$ cat src/rtl/uart_pkg.sv
// Shared types and helpers for the UART transmit path.
package uart_pkg;

  localparam int UART_DATA_W = 8;

  typedef enum logic [1:0] {
    S_IDLE       = 2'd0,
    S_WAIT_START = 2'd1,
    S_WAIT_DONE  = 2'd2
  } uart_tx_disp_state_t;

  // Occupancy counter width: must be able to hold the value DEPTH itself.
  function automatic int fifo_level_w(input int depth);
    return $clog2(depth) + 1;
  endfunction

endpackage

$ cat src/rtl/uart_sync_fifo_mem.sv
// Circular byte store with wrap-around pointers and registered occupancy flags.
// The caller guarantees push only when not full and pop only when not empty;
// flush clears pointers and level and wins over a same-cycle push/pop.
module uart_sync_fifo_mem
  import uart_pkg::*;
#(
  parameter int  DEPTH  = 16,
  parameter int  DATA_W = UART_DATA_W,
  localparam int AW     = $clog2(DEPTH),
  localparam int LW     = fifo_level_w(DEPTH)
) (
  input  logic              clk,
  input  logic              Resetn,
  input  logic              push,
  input  logic              pop,
  input  logic              flush,
  input  logic [DATA_W-1:0] wr_data,
  output logic [DATA_W-1:0] rd_data,
  output logic              full,
  output logic              empty,
  output logic [LW-1:0]     level
);

  logic [DATA_W-1:0] store [DEPTH];
  logic [AW-1:0]     wr_ptr;
  logic [AW-1:0]     rd_ptr;
  logic [LW-1:0]     level_nxt;

  // Head of queue is always presented; the dispatcher latches it at launch.
  assign rd_data = store[rd_ptr];

  // Next occupancy: simultaneous push and pop cancel, flush empties.
  always_comb begin
    level_nxt = level;
    if (flush) begin
      level_nxt = '0;
    end else begin
      case ({push, pop})
        2'b10:   level_nxt = level + LW'(1);
        2'b01:   level_nxt = level - LW'(1);
        default: level_nxt = level;
      endcase
    end
  end

  // Pointers and status flags; flags track the post-edge level.
  always_ff @(posedge clk or negedge Resetn) begin
    if (!Resetn) begin
      wr_ptr <= '0;
      rd_ptr <= '0;
      level  <= '0;
      full   <= 1'b0;
      empty  <= 1'b1;
    end else begin
      if (flush) begin
        wr_ptr <= '0;
        rd_ptr <= '0;
      end else begin
        if (push) wr_ptr <= wr_ptr + AW'(1);
        if (pop)  rd_ptr <= rd_ptr + AW'(1);
      end
      level <= level_nxt;
      full  <= (level_nxt == LW'(DEPTH));
      empty <= (level_nxt == '0);
    end
  end

  // Storage write; contents need no reset since level gates every read.
  always_ff @(posedge clk) begin
    if (push && !flush) store[wr_ptr] <= wr_data;
  end

endmodule

$ cat src/rtl/uart_tx_fifo_dispatch.sv
// Transmit-side byte buffer: queues bytes from the register block and hands
// them one at a time to the transmitter, paced by its busy flag.
// Optional low-water interrupt is built when UART_TX_FIFO_IRQ_EN is defined.
module uart_tx_fifo_dispatch
  import uart_pkg::*;
#(
  parameter int  DEPTH  = 16,
  parameter int  DATA_W = UART_DATA_W,
`ifdef UART_TX_FIFO_IRQ_EN
  parameter int  THRESH = 4,
`endif
  localparam int LW     = fifo_level_w(DEPTH)
) (
  input  logic              clk,
  input  logic              Resetn,
  input  logic              wr_en,
  input  logic [DATA_W-1:0] wr_data,
  input  logic              flush,
  input  logic              clr_overrun,
  output logic              full,
  output logic              empty,
  output logic [LW-1:0]     level,
  output logic              overrun,
  output logic              tx_enable,
  output logic [DATA_W-1:0] tx_data,
  input  logic              tx_busy
`ifdef UART_TX_FIFO_IRQ_EN
  ,
  output logic              tx_irq
`endif
);

  uart_tx_disp_state_t state;
  logic                push_ok;
  logic                launch;
  logic [DATA_W-1:0]   rd_data;

  // A push is judged against the registered full flag, so a same-cycle pop
  // cannot rescue it.
  assign push_ok = wr_en && !full;
  assign launch  = (state == S_IDLE) && !empty && !tx_busy && !flush;

  uart_sync_fifo_mem #(
    .DEPTH  (DEPTH),
    .DATA_W (DATA_W)
  ) u_mem (
    .clk     (clk),
    .Resetn  (Resetn),
    .push    (push_ok),
    .pop     (launch),
    .flush   (flush),
    .wr_data (wr_data),
    .rd_data (rd_data),
    .full    (full),
    .empty   (empty),
    .level   (level)
  );

  // Sticky overrun; a rejected push outranks a same-cycle clear.
  always_ff @(posedge clk or negedge Resetn) begin
    if (!Resetn) begin
      overrun <= 1'b0;
    end else if (wr_en && full) begin
      overrun <= 1'b1;
    end else if (clr_overrun) begin
      overrun <= 1'b0;
    end
  end

  // Dispatch FSM: one Enable pulse per byte, then wait for the transmitter to
  // go busy and fall idle again before the next launch. Flush leaves it alone.
  always_ff @(posedge clk or negedge Resetn) begin
    if (!Resetn) begin
      state     <= S_IDLE;
      tx_enable <= 1'b0;
      tx_data   <= '0;
    end else begin
      case (state)
        S_IDLE: begin
          if (launch) begin
            tx_data   <= rd_data;
            tx_enable <= 1'b1;
            state     <= S_WAIT_START;
          end
        end
        S_WAIT_START: begin
          tx_enable <= 1'b0;
          if (tx_busy) state <= S_WAIT_DONE;
        end
        S_WAIT_DONE: begin
          if (!tx_busy) state <= S_IDLE;
        end
        default: begin
          tx_enable <= 1'b0;
          state     <= S_IDLE;
        end
      endcase
    end
  end

`ifdef UART_TX_FIFO_IRQ_EN
  logic [LW-1:0] irq_level_nxt;
  logic          armed;
  logic          armed_nxt;

  // Post-edge occupancy, so the interrupt lines up with the level output.
  always_comb begin
    irq_level_nxt = level;
    if (flush) begin
      irq_level_nxt = '0;
    end else if (push_ok && !launch) begin
      irq_level_nxt = level + LW'(1);
    end else if (!push_ok && launch) begin
      irq_level_nxt = level - LW'(1);
    end
  end

  // Interrupt stays quiet until something has been queued since the last clear.
  assign armed_nxt = !flush && (armed || push_ok);

  // Low-water interrupt, registered.
  always_ff @(posedge clk or negedge Resetn) begin
    if (!Resetn) begin
      armed  <= 1'b0;
      tx_irq <= 1'b0;
    end else begin
      armed  <= armed_nxt;
      tx_irq <= armed_nxt && (irq_level_nxt <= LW'(THRESH));
    end
  end
`endif

endmodule
$ cat config.mk
export PLATFORM = sky130hd
export DESIGN_NAME = uart_tx_fifo_dispatch
export DESIGN_NICKNAME = d
export VERILOG_FILES = /design/src/rtl/uart_pkg.sv /design/src/rtl/uart_sync_fifo_mem.sv /design/src/rtl/uart_tx_fifo_dispatch.sv
export SDC_FILE = /design/constraint.sdc
export NUM_CORES = 1
export LEC_CHECK = 0
export BUFFER_PORTS_ARGS = -buffer_cell sky130_fd_sc_hd__buf_2
export CORE_ASPECT_RATIO = 1.4
export CORE_MARGIN = 5
export CORE_UTILIZATION = 27
export DETAILED_ROUTE_END_ITERATION = 10
export GPL_TIMING_DRIVEN = 0
export PLACE_DENSITY = 0.44
export SYNTH_ARGS = -nofsm -noshare
export SYNTH_HDL_FRONTEND = slang
export SYNTH_SLANG_ARGS = --single-unit
$ cat constraint.sdc
create_clock -name clk -period 3.4 [get_ports clk]
set_input_delay 0.17 -clock clk [delete_from_list [all_inputs] [get_ports clk]]
set_output_delay 0.17 -clock clk [all_outputs]
set_load 0.05 [all_outputs]
Word level (Yosys, flattened, before mapping) --
Memory sizes are Yosys's and may differ from the RTL's. A register that Yosys moved wholly into a read port is not among the register bits. Index checks and enable logic that the tools add are counted.
Cells by class: reduce and logical (&&, ||, !) cells 19, bitwise logic cells 1, add/sub/neg operators 4, multiplexer cells 16, equality and inequality tests 8
Operator list (number):
- $mux 4 | 4
- $pmux 5 s2 | 1
- $add 4x1->4 const B | 2
- $logic_and 1x1->1 | 6
- $mux 2 | 3
- $pmux 2 s3 | 1
- $reduce_bool 2->1 | 3
- $add 5x1->5 const B | 1
- $eq 5x5->1 const B | 1
- $logic_not 1->1 | 5
- $logic_not 5->1 | 1
- $mux 1 | 5
- $mux 5 | 1
- $sub 5x1->5 const B | 1
- $eq 2x1->1 const B | 2
- $eq 2x2->1 const B | 2
- $ne 2x2->1 const B | 2
- $reduce_and 2->1 | 2
- $reduce_and 3->1 | 1
- $logic_not 2->1 | 1
- $ne 2x1->1 const B | 1
- $pmux 1 s2 | 1
- $not 1->1 | 1
Word-level totals: logic and storage cells 57, output and inout bits 17, register bits 19, input bits 14, memories 1, RAM bits 128
Memories:
- u_mem.store | words 16, bits a word 8, rd ports 1, clocked after Yosys merged registers in 1, wr ports 1, RTL line uart_sync_fifo_mem.sv:24 | logic [DATA_W-1:0] store [DEPTH];

Longest topological paths before layout --
depth in word-level cells 8, gate-level depth with buffers 13, gate-level depth less buffers 11

By module --
From an unflattened synthesis, not the netlist that was laid out.
Unflattened totals: cells, all modules 327, area, all modules 6386.1 um^2
Modules (own cells, without submodules):
- uart_sync_fifo_mem | sequential area each 4220.3 um^2, cells an instance 294, area each 5909.4 um^2, instances 1
- uart_tx_fifo_dispatch | sequential area each 300.3 um^2, cells an instance 33, area each 476.7 um^2, instances 1

Worst setup path before layout --
OpenSTA, ideal clock, no wires.
kind reg2reg, start point register u_mem.empty, end point register u_mem.full, cell stages (with the launch flop) 13, library setup time 0.134 ns, buffers on the path 2, arrival time 2.911 ns, clock period less this slack 3.044 ns, required time 3.266 ns, slack 0.356 ns, path through dfstp_2 -> or4_1 -> buf_6 -> nor2_1 -> buf_2 -> nand2_1 -> xnor2_1 -> ha_1 -> a21oi_1 -> a211oi_1 -> or4b_4 -> o311ai_4 -> a211oi_2
On the way: cells in the longest elaborated chain, start to end 8, elaborated cells on any way between the ends 9, classes of those cells 3 x eq/ne; 2 x mux; 4 x reduce/logical
Ends and longest elaborated chain:
- from (decl) | RTL line uart_sync_fifo_mem.sv:20 | output logic empty,
- from (signal assigned) | RTL line uart_sync_fifo_mem.sv:64 | empty <= (level_nxt == '0);
- $logic_not 1->1 * | RTL line uart_tx_fifo_dispatch.sv:41 | assign launch = (state == S_IDLE) && !empty && !tx_busy && !flush;
- $logic_and 1x1->1 * (3 in series) | RTL line uart_tx_fifo_dispatch.sv:41
- $eq 2x1->1 or $eq 2x2->1 (tied branches) | RTL line uart_sync_fifo_mem.sv:38 | case ({push, pop})
- $pmux 5 s2 * | RTL line uart_sync_fifo_mem.sv:38
- $mux 5 * | RTL line uart_sync_fifo_mem.sv:35 | if (flush) begin
- $eq 5x5->1 * | RTL line uart_sync_fifo_mem.sv:63 | full <= (level_nxt == LW'(DEPTH));
- to (signal assigned) | RTL line uart_sync_fifo_mem.sv:63
- to (decl) | RTL line uart_sync_fifo_mem.sv:19 | output logic full,
Mark *: on every way between the ends. The rest lies on a longest branch, timed or not. A chain may end at the register's enable or synchronous reset.

Final worst setup path --
start point register state[0], end point register u_mem.full
On the way: cells in the longest elaborated chain, start to end 8, elaborated cells on any way between the ends 9, classes of those cells 3 x eq/ne; 2 x mux; 4 x reduce/logical
Ends and longest elaborated chain:
- from (decl) | RTL line uart_tx_fifo_dispatch.sv:33 | uart_tx_disp_state_t state;
- from (signal assigned) | RTL line uart_tx_fifo_dispatch.sv:74 | state <= S_IDLE;
- from (signal assigned) | RTL line uart_tx_fifo_dispatch.sv:83 | state <= S_WAIT_START;
- from (signal assigned) | RTL line uart_tx_fifo_dispatch.sv:88 | if (tx_busy) state <= S_WAIT_DONE;
- $logic_not 2->1 * | RTL line uart_tx_fifo_dispatch.sv:41
- $logic_and 1x1->1 * (3 in series) | RTL line uart_tx_fifo_dispatch.sv:41
- $eq 2x1->1 or $eq 2x2->1 (tied branches) | RTL line uart_sync_fifo_mem.sv:38
- $pmux 5 s2 * | RTL line uart_sync_fifo_mem.sv:38
- $mux 5 * | RTL line uart_sync_fifo_mem.sv:35
- $eq 5x5->1 * | RTL line uart_sync_fifo_mem.sv:63
Marked as above.

==> out/metrics.cfg <==
[critical_path]
r2r_cells = 12
crit_type = reg -> reg
cp_slowest_cell = or4b_4
crit_path_start_kind = register
rr_startpoint = state[0]
crit_path_max_incr_delay_ns = 0.58
crit_chain = or4_1 > buf_6 > nor2_1 > buf_6 > nand2_1 > xnor2_1 > ha_1 > a21oi_1 > a211oi_1 > or4b_4 > o311ai_4 > a211oi_2
critPathRequiredTime_ns = 3.68
cp-startpoint = state[0]
rrSetupSlack_ns = 0.27
crit_fanout = 8
cpMostUsedCell = buf_6
cp-end-kind = register
critPathArrivalTime_ns = 3.41

[sta]
tns_ns = 0
max_slew_margin_pct = 34.0
tightest_slew_ns = 0.990
clock.fmax_mhz = 320
skew_ns = 0.00883
period_needed_ns = 3.13
slew_viol_final = 0
setup_viol = 0
fin_crit_sh_pct = 92.0
rsz0062_at_grt = no
timing.final.ws_setup_ns = 0.273
final_hold_viol_count = 0

[cts]
clk_path_buf_depth = 2
cts_tree = built
insertion_delay_ns = 0.42
cts_buffers = 17
root_buffer = clkbuf_16
cts_sinks = 155
cts-htree-levels = 4
path_clk_slew_ns = 0.06

[routing]
antenna_left = 0
routed-wl-met3_um = 480
routed_via_density = 4.60
drt-met1-wl_um = 5480
vias = 3286
drc = 0
top_layer_used = met4
wirelength_um = 14400
wl_per_cell_um = 20.1
drt_iter0_markers = 164
firstDrtPassIters = 5
met2_length_um = 8100

[cells_and_area]
fillCellCount = 2312
final_util_pct = 32.2
regArea_mm2 = 0.00452
fin_nets = 415
antenna_cells = 0
area_growth_pct = 17.6
multiInputGateArea_mm2 = 0.00188
drive_above_1_share_pct = 30.9

[floorplan]
core-area_mm2 = 0.0239
die-area_mm2 = 0.0275
start_util_pct = 27.4
die_h_um = 194
io_pins = 31
die_w_um = 141
rows = 67

[hold_path]
hp-start = tx_busy
hp-class = in -> reg
hold_depth = 2

[synthesis]
synth_area_leaders = edfxtp_1 (59%), dfrtp_1 (10%), mux4_2 (8.3%), mux4_1 (6.4%), mux2_4 (1.6%)
synth.avg_cell_area_um2 = 19.3
yosysWarnings = 0
syn_nets = 360
synth_cells = 339
yosysTopAreaCell = edfxtp_1
ys_seq_area_share_pct = 69.2
synth_edf_count = 128
async_flop_share_pct = 17.4
synth_seq_cells = 155
synth_flop_cell = edfxtp_1
syn_area_mm2 = 0.00654
synth.top_cell.area_share_pct = 58.8
synth_cell_type_count = 50

[global_routing]
grt_max_degree = 28
grt_pass1_wl_um = 22100
first_global_vias = 3553
antenna_found_initial = 0
gr-total-overflow = 0
grt_usage_pct = 11.1

[place]
io_buffers = 30
gp_congestion = 0.723
dp_hpwl_um = 9900
pre_cts_ws_ns = -0.0752

[power]
ir_worst_vdd_uv = 330
p_total_mw = 5.26
p_leak_nw = 2.63
cellPowerDensity_mw_per_mm2 = 685

[status]
status = completed

[run]
drv_cap = 0

## through the flow
step           hold slack, ns  instance area (µm²)  instances
3_3_place_gp            0.221                 7070        679
6_report               0.0449                 7680        715
4_1_cts                0.0306                 7660        712
2_1_floorplan          -0.126                 6540        339
5_1_grt                0.0461                 7680        715
3_5_place_dp            0.227                 7090        679
## timing repair
item	CTS	global route
setup buffers	0	3
hold endpoints to repair	27	0
setup endpoints to repair	1	2
gates resized for setup	2	3
cloned	0	0
hold buffers	3	0
## cell usage after synthesis, types with 2 or more instances
cell	count
a211oi_1	3
a211oi_2	2
a21oi_1	6
and2_1	2
buf_1	2
buf_4	2
buf_6	5
clkbuf_1	8
dfrtp_1	26
edfxtp_1	128
ha_1	7
inv_1	6
inv_2	2
mux2_4	7
mux2i_1	2
mux4_1	16
mux4_2	24
nand2_1	14
nand2b_1	4
nand3_1	2
nand4_1	3
nor2_1	26
nor3_1	4
nor3b_1	2
nor4_4	2
o21ai_0	2
or3_1	2
xnor2_1	3
xor2_1	6
## state kept, by name, indices dropped and copies added, names as in the netlist, 2 cells and up
| signal | count |
|---|---|
| u_mem.store | 128 |
| state | 2 |
| u_mem.rd_ptr | 4 |
| tx_data | 8 |
| u_mem.level | 5 |
| u_mem.wr_ptr | 4 |
## critical path, delay by kind of cell (launching register included)
kind,cells,cell delay (ns)
and+or+nand+nor,4,1.35
AOI/OAI and AO/OA,4,0.51
DFF,1,0.46
buffers and inverters,2,0.32
adders and majority gates,1,0.23
xor gates and xnor gates,1,0.13
## path summary, 6_finish.rpt
check / endpoint
worst min-delay path: state[1]
min in group asynchronous: u_mem.level[2]
worst max-delay path: u_mem.full
worst min register to register: tx_data[1]
worst max register to register: u_mem.full
max in group asynchronous: u_mem.level[4]
## layer usage
layer  GRT usage (%)  vias to the layer above
met1            11.8                     1722
met2            20.7                       72
met5               0                        -
met4            4.55                        0
met3            2.52                       21
li1                -                     1471
## cell families (layout without fill, tap and decap cells)
| family | after synthesis | in the layout | share of synthesized area (%) |
|---|---|---|---|
| buffers and inverters | 27 | 93 | 2.41 |
| xor gates and xnor gates | 9 | 9 | 1.21 |
| and+or+nand+nor | 68 | 68 | 5.84 |
| adders and majority gates | 7 | 7 | 1.34 |
| DFF | 155 | 155 | 69.2 |
| muxes | 51 | 51 | 17.0 |
| AOI/OAI and AO/OA | 22 | 22 | 3.04 |
## layout by cell type, fill, tap and decap left out, types with 5 or more instances in the layout
master	n
a21oi_1	6
buf_2	31
buf_4	5
buf_6	6
clkbuf_1	8
clkbuf_16	17
clkinv_2	6
dfrtp_1	26
edfxtp_1	128
ha_1	7
inv_1	6
mux2_4	7
mux4_1	16
mux4_2	24
nand2_1	14
nor2_1	26
xor2_1	6
## layout make-up
cell class | instances | share of cell area [%]
flip-flops and latches | 155 | 58.8
plain buffers | 19 | 1.76
well taps | 310 | 5.05
multi-input cells | 157 | 24.4
inverters | 8 | 0.391
clock buffers | 17 | 5.54
repair buffers | 36 | 2.64
clock inverters | 13 | 1.37
## power breakdown
group / switching (mW) / total (mW) / internal, mW / leakage (nW)
combinational: 0.747 / 1.28 / 0.530 / 0.865
sequential: 0.0936 / 2.27 / 2.17 / 1.50
clock: 0.727 / 1.72 / 0.989 / 0.262
total: 1.57 / 5.26 / 3.69 / 2.63
No activity file was read; power rests on OpenSTA's default activity.
